--- config.mk ---
export PLATFORM = sky130hd
export DESIGN_NAME = adpll_cfg_regs
export DESIGN_NICKNAME = d
export VERILOG_FILES = /design/src/rtl/adpll_cfg_regs_pkg.sv /design/src/rtl/adpll_lock_timer.sv /design/src/rtl/adpll_cfg_regs.sv
export SDC_FILE = /design/constraint.sdc
export NUM_CORES = 1
export LEC_CHECK = 0
export CORE_MARGIN = 2
export CORE_UTILIZATION = 51
export CTS_CLUSTER_DIAMETER = 30
export CTS_CLUSTER_SIZE = 14
export DETAILED_ROUTE_END_ITERATION = 8
export PLACE_DENSITY = 0.86
export SLEW_MARGIN = 30
export SYNTH_ARGS = -nofsm -noshare
export SYNTH_HDL_FRONTEND = slang
export SYNTH_SLANG_ARGS = --single-unit
--- constraint.sdc ---
create_clock -name i_clk -period 3.5 [get_ports i_clk]
set_input_delay 0.35 -clock i_clk [delete_from_list [all_inputs] [get_ports i_clk]]
set_output_delay 0.35 -clock i_clk [all_outputs]
set_load 0.02 [all_outputs]
--- src/rtl/adpll_cfg_regs_pkg.sv ---
// Shared definitions for the ADPLL configuration register bank.
// Contents: FCW/accumulator widths, the adpll_mode encoding, register word
// addresses, CTRL and STATUS bit positions and the lock-supervisor state
// encoding (also visible to software through STATUS[5:4]).
package adpll_cfg_regs_pkg;

  localparam int FCWW = 26;           // frequency control word width
  localparam int INTW = 8;            // integer part of the FCW
  localparam int FRAW = FCWW - INTW;  // fractional part of the FCW
  localparam int ACCW = 32;           // phase accumulator width in the core

  typedef enum logic [1:0] {
    MODE_PD   = 2'd0,
    MODE_TEST = 2'd1,
    MODE_RX   = 2'd2,
    MODE_TX   = 2'd3
  } adpll_mode_e;

  typedef enum logic [1:0] {
    ST_IDLE   = 2'd0,
    ST_WAIT   = 2'd1,
    ST_LOCKED = 2'd2,
    ST_FAULT  = 2'd3
  } lock_state_e;

  localparam logic [2:0] ADDR_CTRL      = 3'd0;
  localparam logic [2:0] ADDR_FCW       = 3'd1;
  localparam logic [2:0] ADDR_LOOP      = 3'd2;
  localparam logic [2:0] ADDR_TEST      = 3'd3;
  localparam logic [2:0] ADDR_STATUS    = 3'd4;
  localparam logic [2:0] ADDR_LOCK_TIME = 3'd5;

  localparam int CTRL_EN      = 0;
  localparam int CTRL_MODE_LO = 1;
  localparam int CTRL_APPLY   = 3;
  localparam int CTRL_IRQ_EN  = 4;

  localparam int STAT_LIVE      = 0;
  localparam int STAT_LOCK_DONE = 1;
  localparam int STAT_TIMEOUT   = 2;
  localparam int STAT_LOCK_LOST = 3;
  localparam int STAT_STATE_LO  = 4;

  // Only the radio modes run the loop, so only they need lock supervision.
  function automatic logic mode_needs_lock(input logic [1:0] mode);
    return (mode == MODE_RX) || (mode == MODE_TX);
  endfunction

endpackage

--- src/rtl/adpll_lock_timer.sv ---
// Lock-acquisition timer for the ADPLL supervisor.
// Ports:
//   i_clk, i_rst      clock, synchronous active-high reset
//   i_start           apply strobe: clears the counter and the captured time
//   i_en              controller enable; low freezes the counter
//   i_run             supervisor is waiting for lock
//   i_lock            channel_lock from the controller
//   o_lock_hit        lock accepted this cycle (combinational)
//   o_timeout_hit     timeout reached this cycle without lock (combinational)
//   o_lock_time       counter value captured at lock, saturating at 0xFFFF
module adpll_lock_timer #(
  parameter int LOCK_TIMEOUT = 4096,
  parameter int BLANK        = 4
) (
  input  logic        i_clk,
  input  logic        i_rst,
  input  logic        i_start,
  input  logic        i_en,
  input  logic        i_run,
  input  logic        i_lock,
  output logic        o_lock_hit,
  output logic        o_timeout_hit,
  output logic [15:0] o_lock_time
);

  localparam logic [15:0] BLANK_C        = 16'(BLANK);
  localparam logic [15:0] TIMEOUT_LAST_C = 16'(LOCK_TIMEOUT - 1);

  logic [15:0] r_cnt;
  logic [15:0] r_lock_time;
  logic        w_active;

  // A fresh apply always wins over whatever the old run would have decided.
  assign w_active      = i_run & i_en & ~i_start;
  // The controller takes a couple of cycles to drop a stale lock, so early
  // lock indications are blanked.
  assign o_lock_hit    = w_active & i_lock & (r_cnt >= BLANK_C);
  // Lock has priority when both land in the same cycle.
  assign o_timeout_hit = w_active & ~o_lock_hit & (r_cnt == TIMEOUT_LAST_C);
  assign o_lock_time   = r_lock_time;

  always_ff @(posedge i_clk) begin
    if (i_rst) begin
      r_cnt       <= '0;
      r_lock_time <= '0;
    end else if (i_start) begin
      r_cnt       <= '0;
      r_lock_time <= '0;
    end else if (w_active) begin
      if (o_lock_hit) begin
        r_lock_time <= r_cnt;
      end else if (r_cnt != 16'hFFFF) begin
        r_cnt <= r_cnt + 16'd1;
      end
    end
  end

endmodule

--- src/rtl/adpll_cfg_regs.sv ---
// CPU register bank and channel-sequencing supervisor for the ADPLL core.
// Ports:
//   i_clk, i_rst                     clock, synchronous active-high reset
//   i_sel, i_we, i_addr, i_wdata     single-cycle bus access
//   o_rdata, o_rvalid                registered read data, valid one cycle later
//   o_irq                            level interrupt (irq_en & any sticky status)
//   o_en, o_fcw, o_adpll_mode        enable and atomically applied FCW/mode
//   i_channel_lock                   lock indication from the controller
//   o_alpha_*, o_beta, o_lambda_*,
//   o_iir_n_*                        loop gains (LOOP register, direct)
//   o_fcw_mod, o_dco_*_test,
//   o_*_pd_test                      test words (TEST register, direct)
module adpll_cfg_regs
  import adpll_cfg_regs_pkg::*;
#(
  parameter int DW           = 32,
  parameter int FCWW         = adpll_cfg_regs_pkg::FCWW,
  parameter int LOCK_TIMEOUT = 4096,
  parameter int BLANK        = 4
) (
  input  logic            i_clk,
  input  logic            i_rst,
  input  logic            i_sel,
  input  logic            i_we,
  input  logic [2:0]      i_addr,
  input  logic [DW-1:0]   i_wdata,
  output logic [DW-1:0]   o_rdata,
  output logic            o_rvalid,
  output logic            o_irq,
  output logic            o_en,
  output logic [FCWW-1:0] o_fcw,
  output logic [1:0]      o_adpll_mode,
  input  logic            i_channel_lock,
  output logic [3:0]      o_alpha_l,
  output logic [3:0]      o_alpha_m,
  output logic [3:0]      o_alpha_s_rx,
  output logic [3:0]      o_alpha_s_tx,
  output logic [3:0]      o_beta,
  output logic [2:0]      o_lambda_rx,
  output logic [2:0]      o_lambda_tx,
  output logic [1:0]      o_iir_n_rx,
  output logic [1:0]      o_iir_n_tx,
  output logic [4:0]      o_fcw_mod,
  output logic [4:0]      o_dco_c_l_word_test,
  output logic [7:0]      o_dco_c_m_word_test,
  output logic [7:0]      o_dco_c_s_word_test,
  output logic            o_dco_pd_test,
  output logic            o_tdc_pd_test,
  output logic            o_tdc_pd_inj_test
);

  logic            r_en, r_irq_en;
  logic [1:0]      r_mode_shadow, r_mode;
  logic [FCWW-1:0] r_fcw_shadow, r_fcw;
  logic [29:0]     r_loop;
  logic [28:0]     r_test;
  lock_state_e     r_state;
  logic [2:0]      r_sticky;  // {lock_lost, timeout, lock_done}
  logic [DW-1:0]   r_rdata;
  logic            r_rvalid;

  logic            w_wr, w_rd, w_wr_ctrl, w_wr_status, w_apply;
  logic [1:0]      w_apply_mode;
  logic            w_lock_hit, w_timeout_hit, w_lost_hit;
  logic [15:0]     w_lock_time;
  logic [2:0]      w_sticky_set, w_sticky_next;
  logic [DW-1:0]   w_rd_data;
  logic [DW-31:0]  w_unused_wdata;

  assign w_wr         = i_sel & i_we;
  assign w_rd         = i_sel & ~i_we;
  assign w_wr_ctrl    = w_wr & (i_addr == ADDR_CTRL);
  assign w_wr_status  = w_wr & (i_addr == ADDR_STATUS);
  assign w_apply      = w_wr_ctrl & i_wdata[CTRL_APPLY];
  // The mode bits carried by the apply write itself are the ones applied.
  assign w_apply_mode = i_wdata[CTRL_MODE_LO +: 2];
  assign w_unused_wdata = i_wdata[DW-1:30];

  adpll_lock_timer #(
    .LOCK_TIMEOUT (LOCK_TIMEOUT),
    .BLANK        (BLANK)
  ) u_lock_timer (
    .i_clk         (i_clk),
    .i_rst         (i_rst),
    .i_start       (w_apply),
    .i_en          (r_en),
    .i_run         (r_state == ST_WAIT),
    .i_lock        (i_channel_lock),
    .o_lock_hit    (w_lock_hit),
    .o_timeout_hit (w_timeout_hit),
    .o_lock_time   (w_lock_time)
  );

  assign w_lost_hit   = (r_state == ST_LOCKED) & r_en & ~i_channel_lock & ~w_apply;
  assign w_sticky_set = {w_lost_hit, w_timeout_hit, w_lock_hit};

  // Sticky status bits: a hardware set in the same cycle as a W1C wins.
  genvar gi;
  generate
    for (gi = 0; gi < 3; gi++) begin : g_sticky
      assign w_sticky_next[gi] = w_sticky_set[gi] |
          (r_sticky[gi] & ~(w_wr_status & i_wdata[STAT_LOCK_DONE + gi]));
    end
  endgenerate

  always_comb begin
    w_rd_data = '0;
    case (i_addr)
      ADDR_CTRL: begin
        w_rd_data[CTRL_EN]             = r_en;
        w_rd_data[CTRL_MODE_LO +: 2]   = r_mode_shadow;
        w_rd_data[CTRL_IRQ_EN]         = r_irq_en;
      end
      ADDR_FCW:       w_rd_data[FCWW-1:0] = r_fcw_shadow;
      ADDR_LOOP:      w_rd_data[29:0]     = r_loop;
      ADDR_TEST:      w_rd_data[28:0]     = r_test;
      ADDR_STATUS: begin
        w_rd_data[STAT_LIVE]           = i_channel_lock;
        w_rd_data[STAT_LOCK_DONE +: 3] = r_sticky;
        w_rd_data[STAT_STATE_LO +: 2]  = r_state;
      end
      ADDR_LOCK_TIME: w_rd_data[15:0]     = w_lock_time;
      default: ;
    endcase
  end

  // Register file, apply path and bus read port.
  always_ff @(posedge i_clk) begin
    if (i_rst) begin
      r_en          <= 1'b0;
      r_irq_en      <= 1'b0;
      r_mode_shadow <= '0;
      r_mode        <= MODE_PD;
      r_fcw_shadow  <= '0;
      r_fcw         <= '0;
      r_loop        <= '0;
      r_test        <= '0;
      r_sticky      <= '0;
      r_rdata       <= '0;
      r_rvalid      <= 1'b0;
    end else begin
      r_rvalid <= w_rd;
      if (w_rd) r_rdata <= w_rd_data;
      r_sticky <= w_sticky_next;
      if (w_wr_ctrl) begin
        r_en          <= i_wdata[CTRL_EN];
        r_mode_shadow <= i_wdata[CTRL_MODE_LO +: 2];
        r_irq_en      <= i_wdata[CTRL_IRQ_EN];
      end
      if (w_wr && i_addr == ADDR_FCW)  r_fcw_shadow <= i_wdata[FCWW-1:0];
      if (w_wr && i_addr == ADDR_LOOP) r_loop       <= i_wdata[29:0];
      if (w_wr && i_addr == ADDR_TEST) r_test       <= i_wdata[28:0];
      // FCW and mode move together so the controller restarts only once.
      if (w_apply) begin
        r_fcw  <= r_fcw_shadow;
        r_mode <= w_apply_mode;
      end
    end
  end

  // Lock supervisor. With en low the controller is frozen, so is this.
  always_ff @(posedge i_clk) begin
    if (i_rst) begin
      r_state <= ST_IDLE;
    end else if (w_apply) begin
      r_state <= mode_needs_lock(w_apply_mode) ? ST_WAIT : ST_IDLE;
    end else if (r_en) begin
      case (r_state)
        ST_WAIT: begin
          if (w_lock_hit)         r_state <= ST_LOCKED;
          else if (w_timeout_hit) r_state <= ST_FAULT;
        end
        ST_LOCKED: if (!i_channel_lock) r_state <= ST_FAULT;
        default: ;  // IDLE and FAULT wait for the next apply
      endcase
    end
  end

  assign o_rdata      = r_rdata;
  assign o_rvalid     = r_rvalid;
  assign o_irq        = r_irq_en & (|r_sticky);
  assign o_en         = r_en;
  assign o_fcw        = r_fcw;
  assign o_adpll_mode = r_mode;

  assign o_alpha_l    = r_loop[3:0];
  assign o_alpha_m    = r_loop[7:4];
  assign o_alpha_s_rx = r_loop[11:8];
  assign o_alpha_s_tx = r_loop[15:12];
  assign o_beta       = r_loop[19:16];
  assign o_lambda_rx  = r_loop[22:20];
  assign o_lambda_tx  = r_loop[25:23];
  assign o_iir_n_rx   = r_loop[27:26];
  assign o_iir_n_tx   = r_loop[29:28];

  assign o_dco_c_l_word_test = r_test[4:0];
  assign o_dco_c_m_word_test = r_test[12:5];
  assign o_dco_c_s_word_test = r_test[20:13];
  assign o_dco_pd_test       = r_test[21];
  assign o_tdc_pd_test       = r_test[22];
  assign o_tdc_pd_inj_test   = r_test[23];
  assign o_fcw_mod           = r_test[28:24];

endmodule

# Word-level counts from Yosys, hierarchy flattened
# Cells that the tools add are included.
[totals]
regBits = 185
in_bits = 40
output_inout_bits = 122
elab_cells = 87
[op_classes]
n_addsub = 1
n_lt_le_gt_ge = 1
eq_ne = 13
muxes = 15
bitwise = 31
n_reduce_logical = 12
[ops]
columns = ["operator", "n"]
rows = [
  ["case mux 10 bit (4 select lines)", 1],
  ["case mux 10 bit (3 select lines)", 1],
  ["AND 1 bit", 21],
  ["case mux 3 bit (6 select lines)", 1],
  ["adder 16 x 1 -> 16 bit, second input constant", 1],
  ["equality test 16 x 12 -> 1 bit, second input constant", 1],
  [">= comparator 16 x 3 -> 1 bit, second input constant", 1],
  ["!= test 16 bit, second input constant", 1],
  ["two-way mux 2 bit", 5],
  ["case mux 1 bit (5 select lines)", 2],
  ["NOT 1 bit", 7],
  ["equality test 2 bit, second input constant", 3],
  ["equality test 3 x 2 -> 1 bit, second input constant", 2],
  ["equality test 3 bit, second input constant", 2],
  ["case mux 1 bit (6 select lines)", 1],
  ["case mux 3 bit (2 select lines)", 1],
  ["!= test 4 x 3 -> 1 bit, second input constant", 1],
  ["case mux 2 bit (2 select lines)", 1],
  ["AND reduction 4 bit", 1],
  ["equality test 3 x 1 -> 1 bit, second input constant", 1],
  ["logical AND 1 bit", 3],
  ["logical NOT 3 bit", 1],
  ["!= test 3 x 2 -> 1 bit, second input constant", 1],
  ["OR 1 bit", 3],
  ["9 further kinds", 10],
]

# Logic depth before layout (Yosys ltp)
[logic_depth]
word_depth = 15
mapped_depth = 9

# Modules after synthesis
# From an unflattened synthesis, not the netlist that was laid out.
[unflattened]
cells_unflattened = 934
area_unflattened_um2 = 7587.3
[modules_own_cells]
columns = ["mod", "n_inst", "cells_each", "area_per_inst_um2"]
rows = [
  ["adpll_cfg_regs", 1, 758, 6175.9],
  ["adpll_lock_timer", 1, 176, 1411.4],
]

# Worst setup path after synthesis
# No wires, ideal clock.
[synth_path]
path_type = "register -> register"
start = "reg u_lock_timer.r_cnt[10]"
end = "reg u_lock_timer.r_cnt[8]"
arrival_ns = 2.429
required_time_ns = 3.430
path_slack_ns = 1.001
path_stages_with_launch = 8
n_path_buf = 2
period_less_slack_ns = 2.499
path_cell_list = "dfxtp_1 > buf_6 > or4_1 > o41a_1 > buf_6 > or4_4 > or3_1 > a21oi_1"
[synth_between]
elab_chain_cells = 4
elab_cells_between_ends = 5
cone_classes = "order compare (1); eq/ne (1); bitwise (2); reduce/logical (1)"
[synth_lines]
columns = ["element", "line_no", "text"]
rows = [
  ["start: declaration", "adpll_lock_timer.sv:29", "logic [15:0] r_cnt;"],
  ["start signal: assignment", "adpll_lock_timer.sv:53", "r_cnt <= r_cnt + 16'd1;"],
  [">= comparator 16 x 3 -> 1 bit", "adpll_lock_timer.sv:37", "assign o_lock_hit = w_active & i_lock & (r_cnt >= BLANK_C);"],
  ["AND 1 bit", "adpll_lock_timer.sv:37", ""],
  ["NOT 1 bit", "n/a", ""],
  ["AND reduction 3 bit (no line) *", "n/a", ""],
]
# Mark *: on every way between the ends. The rest lies on a longest branch, timed or not.
# A chain may end at the register's enable or synchronous reset.

# Worst setup path in the final report
[layout_path]
start = "reg u_lock_timer.r_cnt[8]"
end = "reg u_lock_timer.r_cnt[9]"
[layout_between]
elab_chain_cells = 4
elab_cells_between_ends = 6
cone_classes = "add/sub (1); order compare (1); eq/ne (1); bitwise (2); reduce/logical (1)"
[layout_lines]
columns = ["element", "line_no"]
rows = [
  [">= comparator 16 x 3 -> 1 bit", "adpll_lock_timer.sv:37"],
  ["AND 1 bit", "adpll_lock_timer.sv:37"],
  ["NOT 1 bit", "n/a"],
  ["AND reduction 3 bit (no line)", "n/a"],
]
# Parallel ways exist; a longest one is shown, timed or not.

==> impl_metrics.json <==
{
  "slew-limit-headroom": 0.440,
  "cts_resized": 0,
  "drive_above_1_share": 0.0783,
  "fin_worst_skew_ns": 0.0114,
  "synth_area_leader_cell": "dfxtp_1",
  "worstSetupPathType": "flip-flop to flip-flop",
  "initial_utilization": 0.522,
  "maxUsedRoutingLayer": "met4",
  "drtIter0Drc": 820,
  "yosysMostFrequentCell": "nand2_1",
  "ys_warn_count": 0,
  "vias": 7549,
  "leakage_nw": 3.29,
  "met2_length_um": 10800,
  "syn_area_per_cell_um2": 8.05,
  "timing.rr.end": "u_lock_timer.r_cnt[9]$_SDFFE_PP0P_",
  "fin_crit_sh": 0.826,
  "wl_um": 23000,
  "setup_violations": 0,
  "cts_buffer_depth": 2,
  "dieWidth_um": 126,
  "viasPerCell": 5.95,
  "crit_end": "u_lock_timer.r_cnt[9]$_SDFFE_PP0P_",
  "cts-buffers-inserted": 17,
  "cts-htree-levels": 4,
  "ios": 162,
  "cap_violations": 0,
  "diodes": 0,
  "synth_area_leaders": "dfxtp_1, nand2_1, a21oi_1",
  "period_needed_ns": 2.89,
  "hold_violations": 0,
  "nets": 1116,
  "async_flop_share": 0,
  "drc": 0,
  "synth_top_area_frac": 0.488,
  "grt_usage": 0.290,
  "routedLengthMet1_um": 9180,
  "worstMarginPinSlew_ns": 0.840,
  "synth_seq_cells": 185,
  "fmax_mhz": 346,
  "r2r-start": "u_lock_timer.r_cnt[8]$_SDFFE_PP0P_",
  "antenna_found_initial": 0,
  "first_pass_iters": 6,
  "crit_path_start": "u_lock_timer.r_cnt[8]$_SDFFE_PP0P_",
  "wl_met3_um": 2000,
  "portBuffers": 157,
  "clkTransAtPathRegs_ns": 0.07,
  "core-area_mm2": 0.0145,
  "ys_seq_area_frac": 0.488,
  "avgRoutedWirePerCell_um": 18.2,
  "start_kind": "flip-flop",
  "synth-edff-count": 0,
  "cp.required_ns": 3.87,
  "cts_hold_buf": 0,
  "std_cell_rows": 44,
  "maxSlewViolCount": 0,
  "worst_setup_path_end_kind": "flip-flop",
  "detailed_place_hpwl_um": 15400,
  "outcome": "complete, no violations",
  "post_cts_buffers": 0,
  "syn_inst": 943,
  "place_congestion": 0.915,
  "setup_tns_ns": 0,
  "tritoncts": "done",
  "rsz0062_at_grt": "no",
  "hp-class": "input pin to flip-flop",
  "grt_pass1_wl_um": 36800,
  "ant_nets": 0,
  "worstPathMaxFanout": 11,
  "die_area_mm2": 0.0159,
  "arrival_ns": 3.26,
  "power_density_mw_per_mm2": 434,
  "cts_root_buf": "clkbuf_16",
  "syn2layout_area_growth_pct": 29.8,
  "peakVddDrop_mv": 0.402,
  "ys_types": 49,
  "holdWs_ns": 0.292,
  "clk_latency_ns": 0.44,
  "overflow": 0,
  "cts.sinks": 185,
  "die_y_um": 126,
  "ys.flop_type": "dfxtp_1",
  "synthTopCellsByCount": "nand2_1, dfxtp_1, a21oi_1, clkbuf_1, nor2_1",
  "fin_total_pwr_w": 0.00427,
  "grt_pass1_vias": 7001,
  "r2r_slack_ns": 0.61,
  "synth_area_mm2": 0.00759,
  "r2r_cells": 5,
  "grt_max_degree": 82
}
## worst min path at each step
stage,to,cells past startpoint,from
finish,r_sticky[1]$_SDFF_PP0_,2,i_rst
global route,o_rdata[13]$_SDFFE_PP0P_,2,i_rst
CTS,o_rdata[7]$_SDFFE_PP0P_,2,i_rst
detailed placement,o_fcw[9]$_SDFFE_PP0N_,2,o_fcw[9]$_SDFFE_PP0N_
global placement,o_rdata[29]$_SDFFE_PP0P_,2,o_rdata[29]$_SDFFE_PP0P_
floorplan,u_lock_timer.o_lock_time[0]$_SDFFE_PP0P_,2,u_lock_timer.o_lock_time[0]$_SDFFE_PP0P_
## critical path, cell delays in order (launching register included)
cell and delay [ns]:
dfxtp_1 0.37, or4_1 0.59, o41a_1 0.59, or3_1 0.60
or4_1 0.52, a21oi_1 0.15
## layout make-up
| cell class | instances | area, um2 |
|---|---|---|
| repair buffers | 181 | 1740 |
| flip-flops and latches | 185 | 3700 |
| fillers | 1171 | 4680 |
| clock inverters | 12 | 115 |
| multi-input cells | 677 | 3570 |
| clock buffers | 20 | 457 |
| well taps | 184 | 230 |
| inverters | 10 | 37.5 |
## where the power goes
part / total [W] / switching, W / internal (W)
registers: 0.00214 / 0.0000140 / 0.00212
clock network: 0.00188 / 0.000846 / 0.00103
logic: 0.000263 / 0.000165 / 0.0000987
## through the flow
stage	instances	cell area [um2]	util	setup slack [ns]
floorplan	944	7600	-	1.00
global placement	1237	9280	0.638	0.709
detailed placement	1237	9280	0.638	0.671
CTS	1269	9850	0.678	0.642
global route	1269	9860	0.678	0.496
finish	1269	9860	0.678	0.609
## layer usage
| metal | track usage | up-vias |
|---|---|---|
| met1 | 0.376 | 3555 |
| met2 | 0.455 | 426 |
| met4 | 0.151 | 0 |
| li1 | - | 3489 |
| met3 | 0.0646 | 79 |
| met5 | 0 | - |
## registers in the layout, summed over array words and instances, names as in the netlist, 2 cells and up
| signal | cells |
|---|---|
| o_rdata | 30 |
| r_loop | 30 |
| r_test | 29 |
| o_fcw | 26 |
| r_fcw_shadow | 26 |
| u_lock_timer.o_lock_time | 16 |
| u_lock_timer.r_cnt | 16 |
| r_sticky | 3 |
| o_adpll_mode | 2 |
| r_mode_shadow | 2 |
| r_state | 2 |
## placed cells by master, fill, tap and decap left out, drive strengths merged, types with 5 or more instances in the layout
master,n
clkbuf,21
nor3,5
mux2i,12
or4,9
nand4,7
xnor2,7
o22ai,9
nand2,275
inv,13
o31ai,5
nor4,7
nor2b,5
nand2b,7
a21oi,141
a22o,10
buf,25
o221ai,5
nor2,60
nand3,9
mux2,14
clkinv,7
dfxtp,185
a22oi,46
o21ai,8
clkdlybuf4s50,155
## cells by family after synthesis
group	share of synthesized area
buffers and inverters	0.0458
adder cells (fa/ha/maj)	0.00659
AND/OR/NAND/NOR	0.220
AO/OA/AOI/OAI	0.185
flip-flops	0.488
XOR/XNOR	0.00807
other	0.000494
multiplexers	0.0455
(Power assumes the default switching activity.)
